<file path="src/rtl/chunk_adder.sv">
// Multi-cycle add/subtract unit: WIDTH-bit operands processed CHUNK bits per clock,
// with a registered inter-slice carry and valid/ready handshakes on both sides.
module chunk_adder #(
  parameter int WIDTH = 8,
  parameter int CHUNK = 2
) (
  input  logic             clk,
  input  logic             rst,
  input  logic             in_valid,
  output logic             in_ready,
  input  logic [WIDTH-1:0] a,
  input  logic [WIDTH-1:0] b,
  input  logic             cin,
  input  logic             sub,
  output logic             out_valid,
  input  logic             out_ready,
  output logic [WIDTH-1:0] sum,
  output logic             cout
);

  localparam int NCHUNK = WIDTH / CHUNK;
  localparam int IDXW   = (NCHUNK > 1) ? $clog2(NCHUNK) : 1;
  localparam logic [IDXW-1:0] LAST_IDX = IDXW'(NCHUNK - 1);

  typedef enum logic [1:0] {IDLE, BUSY, DONE} state_t;

  state_t           state, state_nxt;
  logic [WIDTH-1:0] opa, opb;
  logic             carry;
  logic [IDXW-1:0]  idx;
  logic [CHUNK-1:0] a_slice, b_slice, s_slice;
  logic             c_slice;
  logic             accept, last;

  // Handshake outputs decode registered state only.
  assign in_ready  = (state == IDLE);
  assign out_valid = (state == DONE);
  assign accept    = in_valid & in_ready;
  assign last      = (idx == LAST_IDX);

  always_comb begin
    a_slice = '0;
    b_slice = '0;
    for (int unsigned i = 0; i < NCHUNK; i++) begin
      if (idx == IDXW'(i)) begin
        a_slice = opa[i*CHUNK +: CHUNK];
        b_slice = opb[i*CHUNK +: CHUNK];
      end
    end
    {c_slice, s_slice} = {1'b0, a_slice} + {1'b0, b_slice} + {{CHUNK{1'b0}}, carry};
  end

  always_ff @(posedge clk or posedge rst) begin
    if (rst) state <= IDLE;
    else     state <= state_nxt;
  end

  always_comb begin
    state_nxt = state;
    unique case (state)
      IDLE:    if (accept)    state_nxt = BUSY;
      BUSY:    if (last)      state_nxt = DONE;
      DONE:    if (out_ready) state_nxt = IDLE;
      default:                state_nxt = IDLE;
    endcase
  end

  // Subtract is folded into the operands at accept: a + ~b + ~cin.
  always_ff @(posedge clk or posedge rst) begin
    if (rst) begin
      opa   <= '0;
      opb   <= '0;
      carry <= 1'b0;
      idx   <= '0;
      sum   <= '0;
      cout  <= 1'b0;
    end else if (accept) begin
      opa   <= a;
      opb   <= b ^ {WIDTH{sub}};
      carry <= cin ^ sub;
      idx   <= '0;
    end else if (state == BUSY) begin
      for (int unsigned i = 0; i < NCHUNK; i++) begin
        if (idx == IDXW'(i)) sum[i*CHUNK +: CHUNK] <= s_slice;
      end
      carry <= c_slice;
      idx   <= idx + IDXW'(1);
      if (last) cout <= c_slice;
    end
  end

endmodule

</file>
<file path="config.mk">
export PLATFORM = sky130hd
export DESIGN_NAME = chunk_adder
export DESIGN_NICKNAME = d
export VERILOG_FILES = /design/src/rtl/chunk_adder.sv
export SDC_FILE = /design/constraint.sdc
export NUM_CORES = 1
export LEC_CHECK = 0
export ABC_CLOCK_PERIOD_IN_PS = 2900
export CAP_MARGIN = 10
export CORE_MARGIN = 5
export CORE_UTILIZATION = 39
export DETAILED_ROUTE_END_ITERATION = 6
export PLACE_DENSITY_LB_ADDON = 0.15
export SLEW_MARGIN = 20
export SYNTH_ARGS = -nofsm -noshare
export SYNTH_HDL_FRONTEND = slang
export SYNTH_SLANG_ARGS = --single-unit
</file>
<file path="constraint.sdc">
create_clock -name clk -period 2.9 [get_ports clk]
set_input_delay 0.435 -clock clk [delete_from_list [all_inputs] [get_ports clk]]
set_output_delay 0.435 -clock clk [all_outputs]
set_load 0.02 [all_outputs]
</file>
Word level (Yosys, flattened, before mapping)
Cells that the tools add are included.

Bits in registers: 30. Word-level logic and storage cells: 49.

Add/subtract/negate cells: 3. Equality and inequality tests: 8. Multiplexer cells: 16. Bitwise logic cells: 4. Reductions and logical operators: 8.

Operators with widths (count): two-way mux 2 bit (13); AND reduction 3 bit (5); bitwise XOR 8 bit (1); equality test 2 bit (second input constant) (3); one-hot mux 2 bit (3 select lines) (1); equality test 2 x 1 -> 1 bit (second input constant) (2); logical NOT 2 bit (2); inequality test 2 x 1 -> 1 bit (second input constant) (2); adder 2 x 2 -> 3 bit (1); adder 3 x 1 -> 3 bit (1); adder 2 x 1 -> 2 bit (second input constant) (1); two-way mux 1 bit (2); inequality test 2 bit (second input constant) (1); nonzero test 2 bit (1); bitwise AND 1 bit (1); NOT 1 bit (1); bitwise XOR 1 bit (1).

Longest topological paths before layout
Gate-level depths: netlist (run 1).

Depth in word-level cells: 9. Depth in mapped cells: 12. Gate-level depth less buffers: 11.

Worst setup path after synthesis (run 1)
No wires, ideal clock.

Path kind: register -> register. Start point: register idx[0]. End point: register sum[7]. Setup time: 83 ps. Arrival time: 2164 ps. Data required time: 2817 ps. Slack: 652 ps. Stages on the path, launching flop included: 11. Buffers on the path: 1. Path through: dfrtp_1 > inv_1 > ha_1 > buf_2 > a21oi_1 > o21ai_0 > a22o_1 > fa_1 > inv_1 > fa_1 > o21ai_0.

Longest elaborated chain between the ends: 7.

RTL lines: from (decl) (RTL line 30) `logic [IDXW-1:0] idx;`; from (signal assigned) (RTL line 87) `idx <= idx + IDXW'(1);`; logical NOT 2 bit (RTL line 45) `if (idx == IDXW'(i)) begin`; two-way mux 2 bit (4 in a row) (RTL line 45); adder 2 x 2 -> 3 bit (RTL line 50) `{c_slice, s_slice} = {1'b0, a_slice} + {1'b0, b_slice} + {{CHUNK{1'b0}}, carry};`; adder 3 x 1 -> 3 bit (RTL line 50); to (signal, indexed assignment) (RTL line 84) `if (idx == IDXW'(i)) sum[i*CHUNK +: CHUNK] <= s_slice;`; to (decl) (RTL line 17) `output logic [WIDTH-1:0] sum,`.

Several ways; a longest one is shown, not always the timed one. A chain may end at the register's enable or synchronous reset.

Final worst setup path (run 1)
Start point: register idx[0]. End point: register carry.

Longest elaborated chain between the ends: 9.

RTL lines: logical NOT 2 bit (RTL line 45); two-way mux 2 bit (4 in a row) (RTL line 45); adder 2 x 2 -> 3 bit * (RTL line 50); adder 3 x 1 -> 3 bit * (RTL line 50); two-way mux 1 bit * (RTL line 82) `end else if (state == BUSY) begin`; two-way mux 1 bit * (RTL line 77) `end else if (accept) begin`; to (signal assigned) (RTL line 80) `carry <= cin ^ sub;`; to (signal assigned) (RTL line 86) `carry <= c_slice;`; to (decl) (RTL line 29) `logic carry;`.

Every way passes the cells marked *; elsewhere a longest branch is shown, timed or not. The select of a mux whose other input is x is not followed.

==> results of run 1 <==
metrics by stage:
step                      hold WS (ns)  cell area (um^2)  power (mW)
after global routing             0.524              1900        2.38
after global placement           0.467              1830        1.86
after floorplan                  0.458              1480        1.55
after CTS                        0.487              1900        2.21
final                            0.481              1900        2.18
after detailed placement         0.474              1830        1.89
worst register-to-register path, cell delays in order, from the launching register on:
cell and delay (ns):
dfrtp_1 0.42, inv_1 0.11, ha_1 0.20, nor2b_1 0.24
a221oi_1 0.11, o31ai_1 0.32, fa_1 0.22, inv_1 0.05
fa_1 0.38, nor3b_1 0.19, a211oi_1 0.07, a21oi_1 0.15
registers in the layout, indices dropped and copies added, names as in the netlist:
register,flops
carry,1
cout,1
idx,2
opa,8
opb,8
state,2
sum,8
power by group through the flow:
stage / Combinational, mW / Sequential [mW] / Clock, mW
2_1_floorplan: 0.757 / 0.793 / 0
3_3_place_gp: 1.07 / 0.789 / 0
3_5_place_dp: 1.10 / 0.793 / 0
4_1_cts: 1.10 / 0.786 / 0.319
5_1_grt: 1.23 / 0.821 / 0.331
6_report: 1.09 / 0.783 / 0.309
cells by family after synthesis:
logic type               count (synthesis)  share of synthesized area, %
AND/OR/NAND/NOR                         31                          11.1
buffers and inverters                   18                          5.83
adder cells (fa/ha/maj)                  6                          6.08
XOR/XNOR                                 9                          5.32
multiplexers                            11                          8.28
flip-flops                              30                          50.7
AO/OA/AOI/OAI                           32                          12.8
synth_stat cells, drive strengths merged (2+ instances only):
cell | n | area share (%)
dfrtp | 30 | 51
a21oi | 12 | 4.1
nand2 | 11 | 2.8
o21ai | 11 | 3.7
inv | 10 | 2.5
mux2 | 10 | 7.6
nor2 | 9 | 2.3
buf | 8 | 3.3
xnor2 | 8 | 4.7
nand3b | 5 | 2.5
ha | 4 | 3.4
a221o | 2 | 1.4
a22oi | 2 | 1.0
fa | 2 | 2.7
nand2b | 2 | 0.84
nor2b | 2 | 0.84
nor3b | 2 | 1.8
metal layers:
layer | share of wire, % | vias to the layer above | track usage, %
li1 | - | 528 | -
met1 | 43 | 508 | 15.7
met2 | 49 | 27 | 21.3
met3 | 6.3 | 7 | 3.65
met4 | 1.7 | 0 | 6.89
met5 | 0 | - | 0
final timing paths:
path | startpoint | end | depth (start not counted)
worst max register to register | idx[0] | carry | 11
max in group asynchronous | rst | opa[2] | 3
worst max-delay path | idx[0] | carry | 11
worst min register to register | sum[3] | sum[3] | 2
worst min-delay path | sum[3] | sum[3] | 2
min in group asynchronous | rst | sum[2] | 3
final cells by class:
type | instances | share of cell area [%]
timing repair buffer | 34 | 17.6
multi-input combinational | 89 | 33.8
tap | 48 | 3.15
clock buffer | 7 | 4.01
sequential | 30 | 39.4
inverter | 10 | 1.97
==> run_results.csv, run 1 <==
group,metric,value,unit
global_route,grt_pass1_wl,5210,um
clock_tree,htree_levels,2,
layout,final_cell_mix,"32 x clkdlybuf4s50_1, 30 x dfrtp_1, 12 x a21oi_1, 11 x nand2_1, 11 x o21ai_0",
floorplanning,die_h,71.6,um
clock_tree,clockRootBuffer,"clkbuf_8",
synth,yosysUniqueCellTypes,28,
power,switching_power,0.853,mW
global_route,grt.total_usage,13.1,%
clock_tree,clkTransAtPathRegs,0.06,ns
placement,dp_hpwl,2250,um
sta,period_share,87.3,%
clock_tree,post-cts-setup-buffers,0,
synth,syn_area,0.00148,mm^2
sta,setup_violations,0,
sta,fin_ws,0.368,ns
synth,synth_ff_type,"dfrtp_1",
detailed_routing,ant_nets,0,
global_route,overflow,0,
placement,dp_slack,0.410,ns
sta,maxSlewHeadroom,59.7,%
layout,seq_area,751,um^2
synth,syn_nets,165,
clock_tree,cts_buffers,5,
detailed_routing,drt-initial-drc-count,19,
status,outcome,"finished, final reports clean",
synth,syn_inst,137,
worst_setup_path,crit_required,3.10,ns
sta,clock_skew,0.00292,ns
clock_tree,clock_latency,0.28,ns
floorplanning,die_w,71.6,um
worst_setup_path,critical_path_buf_inv_count,2,
layout,layout-drive-gt1-share,7.06,%
global_route,grt_pass1_vias,1128,
worst_setup_path,startpoint_type,"flop",
layout,n_fill_cell,330,
layout,multi_input_area,644,um^2
detailed_routing,drc,0,
power,comb_power_share,50.0,%
floorplanning,pin_count,33,
power,clkPwrFrac,14.2,%
synth,ys_seq_area_share,50.7,%
worst_setup_path,slowest_delay,0.42,ns
worst_setup_path,path_max_fanout,5,
worst_setup_path,path_cells,"inv_1 -> ha_1 -> nor2b_1 -> a221oi_1 -> o31ai_1 -> fa_1 -> inv_1 -> fa_1 -> nor3b_1 -> a211oi_1 -> a21oi_1",
power,p_int,1.33,mW
detailed_routing,wire_per_inst,13.5,um
synth,synth.avg_cell_area,10.8,um^2
layout,final_common_cell,"clkdlybuf4s50_1",
sta,fin_tns_setup,0,ns
synth,ys.warnings.count,0,
global_route,antenna_found_initial,0,
worst_setup_path,rrSetupSlack,0.37,ns
power,ir_drop,0.444,mV
worst_setup_path,end_kind,"flop",
worst_setup_path,crit_family,"adder cells",
detailed_routing,firstDrtPassIters,4,
worst_setup_path,crit_arrival,2.74,ns
sta,drv_slew,0,
clock_tree,cts_num_sinks,30,
sta,period_needed,2.53,ns
synth,synth_seq_cells,30,
sta,tightest_slew,0.604,ns
layout,post-route-util,52.0,%
worst_setup_path,criticalPathCategory,"reg2reg",
floorplanning,rows,22,
detailed_routing,vias,1070,
clock_tree,cts.repair.resized,0,
power,powerDensity,1150,mW/mm^2
layout,fin_cells,218,
clock_tree,holdBufCountCts,0,
detailed_routing,via_per_inst,4.91,
sta,fmax,395,MHz
sta,hold_viol,0,
power,leakagePower,0.802,nW
sta,rsz0062_at_grt,"false",
layout,diodes,0,
synth,synth_edf_count,0,
clock_tree,cts_buffer_depth,2,
floorplanning,start_util,40.5,%
power,swShare,39.1,%
floorplanning,design.core.area,0.00366,mm^2
detailed_routing,routed_wl,2940,um
worst_setup_path,worst_path_max_delay_cell,"dfrtp_1",
global_route,grt_max_degree,31,
power,seq_power_share,35.9,%
flow_run,drv_cap,0,
placement,port_buffers,32,
min_path,hp-class,"reg2reg",
floorplanning,fp.dieArea,0.00513,mm^2
layout,syn_to_final_growth,28.5,%
placement,gp_congestion,0.819,
clock_tree,cts_tree,"built",
placement,dp_cells,211,
synth,synth-async-reset-ratio,100,%
layout,finalNetCount,198,
Note: power is estimated with default switching activity, not from simulation.
==> inputs of run 2 (changes only) <==
Settings changed: SETUP_SLACK_MARGIN set to 0.02.
==> results of run 2 <==
The final DEF is identical to that of run 1; final timing and power are the same.
